`src/rtl/rtc_bus_transaction_driver_if.sv`:
```
// Command handshake and multiplexed A/D bus signals of the RTC bus transaction driver.
// master: the driver itself; slave: the control FSM / pad side that feeds it and observes it.
interface rtc_bus_transaction_driver_if;
    logic       in_en_funcion_rtc;
    logic       in_funcion_w_r;
    logic       in_flag_inicio;
    logic [7:0] in_addr_ram_rtc;
    logic [7:0] in_dato_inicio;
    logic [7:0] in_dato_usuario;
    logic [7:0] in_bus_dato;
    logic [7:0] out_bus_dato;
    logic       out_bus_oe;
    logic       out_cs_n;
    logic       out_rd_n;
    logic       out_wr_n;
    logic       out_ad;
    logic       out_flag_done;
    logic [7:0] out_dato_leido;
    logic       out_dato_valido;
    logic       out_busy;

    modport master (
        input  in_en_funcion_rtc, in_funcion_w_r, in_flag_inicio, in_addr_ram_rtc,
               in_dato_inicio, in_dato_usuario, in_bus_dato,
        output out_bus_dato, out_bus_oe, out_cs_n, out_rd_n, out_wr_n, out_ad,
               out_flag_done, out_dato_leido, out_dato_valido, out_busy
    );

    modport slave (
        output in_en_funcion_rtc, in_funcion_w_r, in_flag_inicio, in_addr_ram_rtc,
               in_dato_inicio, in_dato_usuario, in_bus_dato,
        input  out_bus_dato, out_bus_oe, out_cs_n, out_rd_n, out_wr_n, out_ad,
               out_flag_done, out_dato_leido, out_dato_valido, out_busy
    );
endinterface

```
`src/rtl/rtc_bus_transaction_driver.sv`:
```
// Runs one multiplexed address/data bus cycle on the parallel-bus RTC per command:
// address phase, recovery, data phase (write or read), recovery, done pulse, gap.
// Every output is a registered decode of the current state, so pins trail the
// state register by one cycle; phase lengths are unaffected by that lag.
module rtc_bus_transaction_driver #(
    parameter int unsigned T_FASE = 10,
    parameter int unsigned CW     = 8
) (
    input logic                          clk,
    input logic                          reset,
    rtc_bus_transaction_driver_if.master bus
);

    typedef enum logic [2:0] {
        S_IDLE,
        S_ADDR,
        S_ADDR_REC,
        S_DATA_W,
        S_DATA_R,
        S_DATA_REC,
        S_DONE,
        S_GAP
    } state_t;

    localparam logic [CW-1:0] LAST = CW'(T_FASE - 1);

    state_t        state, state_next;
    logic [CW-1:0] cnt, cnt_next;
    logic          phase_end;

    logic          cmd_w_r;
    logic [7:0]    cmd_addr;
    logic [7:0]    cmd_data;
    logic [7:0]    rd_hold;

    logic          cs_n_q, rd_n_q, wr_n_q, ad_q, oe_q, done_q, valido_q, busy_q;
    logic [7:0]    bus_dato_q, leido_q;
    logic          cs_n_d, rd_n_d, wr_n_d, ad_d, oe_d, done_d, valido_d, busy_d;
    logic [7:0]    bus_dato_d, leido_d;

    // State and phase-counter register
    always_ff @(posedge clk or posedge reset) begin
        if (reset) begin
            state <= S_IDLE;
            cnt   <= '0;
        end else begin
            state <= state_next;
            cnt   <= cnt_next;
        end
    end

    // Next state: timed phases advance when the counter reaches its last cycle
    always_comb begin
        state_next = state;
        cnt_next   = '0;
        phase_end  = (cnt == LAST);
        case (state)
            S_IDLE: begin
                if (bus.in_en_funcion_rtc) state_next = S_ADDR;
            end
            S_ADDR: begin
                if (phase_end) state_next = S_ADDR_REC;
                else           cnt_next   = cnt + CW'(1);
            end
            S_ADDR_REC: begin
                if (phase_end) state_next = cmd_w_r ? S_DATA_W : S_DATA_R;
                else           cnt_next   = cnt + CW'(1);
            end
            S_DATA_W: begin
                if (phase_end) state_next = S_DATA_REC;
                else           cnt_next   = cnt + CW'(1);
            end
            S_DATA_R: begin
                if (phase_end) state_next = S_DATA_REC;
                else           cnt_next   = cnt + CW'(1);
            end
            S_DATA_REC: begin
                if (phase_end) state_next = S_DONE;
                else           cnt_next   = cnt + CW'(1);
            end
            S_DONE:  state_next = S_GAP;
            S_GAP:   state_next = S_IDLE;
            default: state_next = S_IDLE;
        endcase
    end

    // Command latch: accepted only from IDLE, so later input changes are ignored
    always_ff @(posedge clk or posedge reset) begin
        if (reset) begin
            cmd_w_r  <= 1'b0;
            cmd_addr <= '0;
            cmd_data <= '0;
        end else if (state == S_IDLE && bus.in_en_funcion_rtc) begin
            cmd_w_r  <= bus.in_funcion_w_r;
            cmd_addr <= bus.in_addr_ram_rtc;
            cmd_data <= bus.in_flag_inicio ? bus.in_dato_inicio : bus.in_dato_usuario;
        end
    end

    // Read holding register: sample the RTC on the last cycle of the read phase
    always_ff @(posedge clk or posedge reset) begin
        if (reset) begin
            rd_hold <= '0;
        end else if (state == S_DATA_R && phase_end) begin
            rd_hold <= bus.in_bus_dato;
        end
    end

    // Output decode: next values of every pin from the current state
    always_comb begin
        cs_n_d     = 1'b1;
        rd_n_d     = 1'b1;
        wr_n_d     = 1'b1;
        ad_d       = 1'b0;
        oe_d       = 1'b0;
        bus_dato_d = '0;
        done_d     = 1'b0;
        valido_d   = 1'b0;
        busy_d     = (state != S_IDLE);
        leido_d    = leido_q;
        case (state)
            S_ADDR: begin
                cs_n_d     = 1'b0;
                wr_n_d     = 1'b0;
                oe_d       = 1'b1;
                bus_dato_d = cmd_addr;
            end
            S_ADDR_REC: begin
                oe_d       = 1'b1;
                bus_dato_d = cmd_addr;
            end
            S_DATA_W: begin
                cs_n_d     = 1'b0;
                wr_n_d     = 1'b0;
                ad_d       = 1'b1;
                oe_d       = 1'b1;
                bus_dato_d = cmd_data;
            end
            S_DATA_R: begin
                cs_n_d = 1'b0;
                rd_n_d = 1'b0;
                ad_d   = 1'b1;
            end
            S_DATA_REC: begin
                ad_d = 1'b1;
            end
            S_DONE: begin
                done_d = 1'b1;
                if (!cmd_w_r) begin
                    valido_d = 1'b1;
                    leido_d  = rd_hold;
                end
            end
            default: ;
        endcase
    end

    // Output register: reset releases every strobe immediately
    always_ff @(posedge clk or posedge reset) begin
        if (reset) begin
            cs_n_q     <= 1'b1;
            rd_n_q     <= 1'b1;
            wr_n_q     <= 1'b1;
            ad_q       <= 1'b0;
            oe_q       <= 1'b0;
            bus_dato_q <= '0;
            done_q     <= 1'b0;
            valido_q   <= 1'b0;
            busy_q     <= 1'b0;
            leido_q    <= '0;
        end else begin
            cs_n_q     <= cs_n_d;
            rd_n_q     <= rd_n_d;
            wr_n_q     <= wr_n_d;
            ad_q       <= ad_d;
            oe_q       <= oe_d;
            bus_dato_q <= bus_dato_d;
            done_q     <= done_d;
            valido_q   <= valido_d;
            busy_q     <= busy_d;
            leido_q    <= leido_d;
        end
    end

    assign bus.out_cs_n        = cs_n_q;
    assign bus.out_rd_n        = rd_n_q;
    assign bus.out_wr_n        = wr_n_q;
    assign bus.out_ad          = ad_q;
    assign bus.out_bus_oe      = oe_q;
    assign bus.out_bus_dato    = bus_dato_q;
    assign bus.out_flag_done   = done_q;
    assign bus.out_dato_valido = valido_q;
    assign bus.out_busy        = busy_q;
    assign bus.out_dato_leido  = leido_q;

endmodule

```
`src/flat_wrapper.sv`:
```
// flat-port wrapper written by rule: the top's interface ports become plain ports
module rtc_bus_transaction_driver_flat 
#(
    parameter int unsigned T_FASE = 10,
    parameter int unsigned CW     = 8
)
  (clk, reset, bus_in_en_funcion_rtc, bus_in_funcion_w_r, bus_in_flag_inicio, bus_in_addr_ram_rtc, bus_in_dato_inicio, bus_in_dato_usuario, bus_in_bus_dato, bus_out_bus_dato, bus_out_bus_oe, bus_out_cs_n, bus_out_rd_n, bus_out_wr_n, bus_out_ad, bus_out_flag_done, bus_out_dato_leido, bus_out_dato_valido, bus_out_busy);
  rtc_bus_transaction_driver_if bus_i ();
  input logic clk;
  input logic reset;
  input wire logic [$bits(bus_i.in_en_funcion_rtc)-1:0] bus_in_en_funcion_rtc;
  input wire logic [$bits(bus_i.in_funcion_w_r)-1:0] bus_in_funcion_w_r;
  input wire logic [$bits(bus_i.in_flag_inicio)-1:0] bus_in_flag_inicio;
  input wire logic [$bits(bus_i.in_addr_ram_rtc)-1:0] bus_in_addr_ram_rtc;
  input wire logic [$bits(bus_i.in_dato_inicio)-1:0] bus_in_dato_inicio;
  input wire logic [$bits(bus_i.in_dato_usuario)-1:0] bus_in_dato_usuario;
  input wire logic [$bits(bus_i.in_bus_dato)-1:0] bus_in_bus_dato;
  output wire logic [$bits(bus_i.out_bus_dato)-1:0] bus_out_bus_dato;
  output wire logic [$bits(bus_i.out_bus_oe)-1:0] bus_out_bus_oe;
  output wire logic [$bits(bus_i.out_cs_n)-1:0] bus_out_cs_n;
  output wire logic [$bits(bus_i.out_rd_n)-1:0] bus_out_rd_n;
  output wire logic [$bits(bus_i.out_wr_n)-1:0] bus_out_wr_n;
  output wire logic [$bits(bus_i.out_ad)-1:0] bus_out_ad;
  output wire logic [$bits(bus_i.out_flag_done)-1:0] bus_out_flag_done;
  output wire logic [$bits(bus_i.out_dato_leido)-1:0] bus_out_dato_leido;
  output wire logic [$bits(bus_i.out_dato_valido)-1:0] bus_out_dato_valido;
  output wire logic [$bits(bus_i.out_busy)-1:0] bus_out_busy;
  assign bus_i.in_en_funcion_rtc = bus_in_en_funcion_rtc;
  assign bus_i.in_funcion_w_r = bus_in_funcion_w_r;
  assign bus_i.in_flag_inicio = bus_in_flag_inicio;
  assign bus_i.in_addr_ram_rtc = bus_in_addr_ram_rtc;
  assign bus_i.in_dato_inicio = bus_in_dato_inicio;
  assign bus_i.in_dato_usuario = bus_in_dato_usuario;
  assign bus_i.in_bus_dato = bus_in_bus_dato;
  assign bus_out_bus_dato = bus_i.out_bus_dato;
  assign bus_out_bus_oe = bus_i.out_bus_oe;
  assign bus_out_cs_n = bus_i.out_cs_n;
  assign bus_out_rd_n = bus_i.out_rd_n;
  assign bus_out_wr_n = bus_i.out_wr_n;
  assign bus_out_ad = bus_i.out_ad;
  assign bus_out_flag_done = bus_i.out_flag_done;
  assign bus_out_dato_leido = bus_i.out_dato_leido;
  assign bus_out_dato_valido = bus_i.out_dato_valido;
  assign bus_out_busy = bus_i.out_busy;
  rtc_bus_transaction_driver #(.T_FASE(T_FASE), .CW(CW)) u_core (.clk(clk), .reset(reset), .bus(bus_i));
endmodule
```
`config.mk`:
```
export PLATFORM = sky130hd
export DESIGN_NAME = rtc_bus_transaction_driver_flat
export DESIGN_NICKNAME = d
export VERILOG_FILES = /design/src/rtl/rtc_bus_transaction_driver_if.sv /design/src/rtl/rtc_bus_transaction_driver.sv /design/src/flat_wrapper.sv
export SDC_FILE = /design/constraint.sdc
export NUM_CORES = 1
export LEC_CHECK = 0
export BUFFER_PORTS_ARGS = -buffer_cell sky130_fd_sc_hd__buf_4
export CAP_MARGIN = 5
export CORE_MARGIN = 1
export CORE_UTILIZATION = 55
export CTS_CLUSTER_DIAMETER = 60
export DETAILED_ROUTE_END_ITERATION = 8
export GPL_TIMING_DRIVEN = 0
export PLACE_DENSITY = 0.81
export SKIP_LAST_GASP = 1
export SLEW_MARGIN = 20
export SYNTH_ARGS = -nofsm -noshare
export SYNTH_HDL_FRONTEND = slang
export SYNTH_SLANG_ARGS = --single-unit
```
`constraint.sdc`:
```
create_clock -name clk -period 5.75 [get_ports clk]
set_input_delay 1.15 -clock clk [delete_from_list [all_inputs] [get_ports clk]]
set_output_delay 1.15 -clock clk [all_outputs]
set_load 0.02 [all_outputs]
```
==> summary.md <==
The run finished, with violations left. The checks that failed: design-rule violations. The number of buffers inserted by hold repair at cts is 0. Derived from the worst setup path, the maximum achievable clock frequency is 0.471 GHz.

For the worst setup path, the data arrival time is 2.33 ns. The mean routed wirelength per cell came out at 14.3 µm. Setup repair after global routing left no endpoint under its margin. Setup violations remaining at the end of the flow were counted as 0. The initial cell density of the core was 0.581. The depth of the worst hold-timing path was 1; the number of I/O port buffers was 59. The tools report the total routing resource utilization after global routing as 0.217.

In this run the worst hold path is classified as flop to flop. Summing over every cut layer, the via total after detailed routing is 1819. The synthesized area per cell came out at 12.7 µm².

The final layout contains routed wiring with a total length of 4.72 mm. The logs give 0 for the number of resized instances in the post-cts repair step and 0 for the number of buffers added for setup after CTS. The logs give 0 for the number of failing hold endpoints at the final stage and 0.32 ns for the clock latency on the worst-skew pair.

Most instantiated flip-flop cell in the synthesis netlist: sky130_fd_sc_hd__dfrtp_1. The tree is rooted in a sky130_fd_sc_hd__clkbuf_8. The first-pass GRT wire length was 8.18 mm. The floorplan has 24 rows.

Worst reg2reg path depth: 4. The critical path goes through buf_4 > nor4b_4 > buf_4 > mux2_2. The power density normalized to cell area is 523 nW/µm², and the number of H-tree levels is 3. Summed over all cells, the static leakage comes to 0.00155 µW. For this run, the detailed router's first-pass iteration total came to 6. The number of design-rule violations left by the first detailed-router iteration was 119; the portion of the clock cycle consumed by the worst path in the final layout was 0.370.

Using the TritonRoute via totals, the vias-per-cell ratio works out to 5.51. The tools report the overall die area as 4970 µm². Leaving out fill and tap cells, the most frequent cells in the layout are sky130_fd_sc_hd__buf_4 (61), sky130_fd_sc_hd__dfrtp_1 (57), sky130_fd_sc_hd__mux2_2 (33).

Entering global routing, the biggest net connects 61 pins. The worst setup path is launched from a primary input. The critical path's largest stage delay was 0.46 ns; the sequential area share after synthesis was 0.583. After clock tree synthesis, the clock-pin slew on the worst setup and hold paths is 0.06 ns. The core region is 4440 µm². For the final routed database, the setup TNS stands at 0 ns. The run gives 3.35 mm as the half-perimeter wire length after placement.

The slowest stage of the critical path belongs to the cell sky130_fd_sc_hd__nor4b_4. TritonCTS built the clock tree. The number of flops mapped to enable cells by yosys is 0, and the count of cell types in the netlist is 38. The library cell used most frequently in the layout, excluding fill and tap cells, is sky130_fd_sc_hd__buf_4.

The tools report the number of CTS-inserted buffers as 9. From synthesis to final layout, the design area changed by 26.3%. The placer congestion estimate was 0.800; the number of max-capacitance violations reported was 0.

Once layout is complete, the cells apart from fillers number 330. The utilization of the core after routing is 0.734, and the flop and latch count out of synthesis is 60. In the routed design, unresolved DRC markers number 4. The setup clock skew after layout is 0.00711 ns, and the highest fanout seen on the critical path is 10. The number of clock sinks seen by CTS is 60. Worst-margin pin slew: 0.712 ns. During synthesis, Yosys emitted a total of 0 warnings. Counting every instance in the synthesized netlist gives 204.

The worst relative slew slack is 0.525, and the via count of the first global-routing pass is 1781. In this run the remaining antenna-violating nets after routing total 0. After detailed placement, the design holds a cell count of 315. Critical path capture point type: a flop.

STA puts the critical path data required time at 5.96 ns. Summed over all layers, the global routing overflow is 0. 0 antenna diodes ended up in the layout.

The final layout contains 313 nets. The initial antenna violation count was 0; the shortest period the worst path allows was 2.13 ns. By instance count, the cell type seen most on the critical path is sky130_fd_sc_hd__buf_4. The async set or reset register ratio after synthesis was 1.00. The tools report the boundary pin count as 61. The die boundary width works out to 70.5 µm. The vertical extent of the die is 70.5 µm, and the layout cell share with drive strength beyond 1 is 0.446. The netlist area before placement came out at 2580 µm². The run gives 0 as the number of pins with negative max-slew slack in the final report. The run gives 2 as the maximum buffer depth of the clock tree. The number of nets handed over by synthesis was 243. In this run the register-to-register setup slack is 3.91 ns.

VDD sags by at most 291 µV. Class of the most critical setup path: primary input to flop.
[report_power, final]
part	total, µW	internal [µW]	switching [µW]	leakage, µW
Combinational	677	329	348	0.000727
Sequential	704	604	100	0.000738
Clock	323	176	146	0.0000893
[flip-flops by register name (all words and copies together) (netlist names), 3 cells and up]
name,flops
u_core.cnt,8
u_core.bus.out_dato_leido,8
u_core.cmd_addr,8
u_core.cmd_data,8
u_core.rd_hold,8
u_core.bus.out_bus_dato,8
u_core.state,3
[cells by family after synthesis]
family	count (synthesis)	share of synthesized area
AOI/OAI and AO/OA	31	0.0732
xor gates and xnor gates	3	0.0102
adders and majority gates	2	0.00969
buffers and inverters	13	0.0237
DFF	60	0.583
muxes	41	0.175
and+or+nand+nor	54	0.125
[routing by layer]
layer / vias to the layer above / share of wire / GRT usage
li1: 870 / - / -
met1: 899 / 0.43 / 0.277
met2: 43 / 0.51 / 0.350
met3: 7 / 0.041 / 0.0548
met4: 0 / 0.016 / 0.0998
met5: - / 0 / 0
[path summary, 6_finish.rpt]
kind | from | to
setup / recovery | bus_in_en_funcion_rtc | u_core.cmd_addr[0]$_DFFE_PP0P_
hold / removal | u_core.cnt[0]$_DFF_PP0_ | u_core.cnt[0]$_DFF_PP0_
setup reg to reg | u_core.state[1]$_DFFE_PP0P_ | u_core.cmd_addr[0]$_DFFE_PP0P_
hold reg to reg | u_core.cnt[0]$_DFF_PP0_ | u_core.cnt[0]$_DFF_PP0_
max in group asynchronous | reset | u_core.cmd_addr[6]$_DFFE_PP0P_
min in group asynchronous | reset | u_core.cmd_addr[4]$_DFFE_PP0P_
[synth_stat cells (2+ instances only)]
library cell / number / area (µm²)
sky130_fd_sc_hd__dfrtp_1: 57 / 1430
sky130_fd_sc_hd__mux2_2: 33 / 372
sky130_fd_sc_hd__nor2_1: 26 / 97.6
sky130_fd_sc_hd__a21oi_1: 14 / 70.1
sky130_fd_sc_hd__a22oi_1: 8 / 60.1
sky130_fd_sc_hd__mux2i_1: 8 / 80.1
sky130_fd_sc_hd__or3_1: 5 / 31.3
sky130_fd_sc_hd__buf_2: 4 / 20.0
sky130_fd_sc_hd__nand2_1: 4 / 15.0
sky130_fd_sc_hd__o21ai_0: 4 / 20.0
sky130_fd_sc_hd__clkbuf_1: 3 / 11.3
sky130_fd_sc_hd__dfstp_2: 3 / 78.8
sky130_fd_sc_hd__inv_1: 3 / 11.3
sky130_fd_sc_hd__nand2b_1: 3 / 18.8
sky130_fd_sc_hd__buf_4: 2 / 15.0
sky130_fd_sc_hd__ha_1: 2 / 25.0
sky130_fd_sc_hd__nand3_1: 2 / 10.0
sky130_fd_sc_hd__or3b_2: 2 / 17.5
sky130_fd_sc_hd__xor2_1: 2 / 17.5
[stage by stage]
stage	instance area, µm²	hold slack, ns	power (µW)	setup WS [ns]
floorplan	2580	0.461	1170	3.12
global placement	3090	0.478	1370	2.48
detailed placement	3090	0.487	1390	3.29
CTS	3260	0.497	1710	3.63
global route	3260	0.507	1820	3.57
finish	3260	0.492	1700	3.62
[layout make-up]
class / count / area (µm²)
fillers: 345 / 1180
multi-input cells: 131 / 1010
plain buffers: 10 / 50.0
well taps: 52 / 65.1
clock buffers: 13 / 159
clock inverters: 2 / 10.0
flip-flops and latches: 60 / 1510
repair buffers: 59 / 443
inverters: 3 / 13.8
[worst max-delay path: cells and delay by family]
family	cells	cell delay [ns]
buf+inv	2	0.38
simple gates	1	0.46
mux	1	0.35
(Power assumes the default switching activity.)
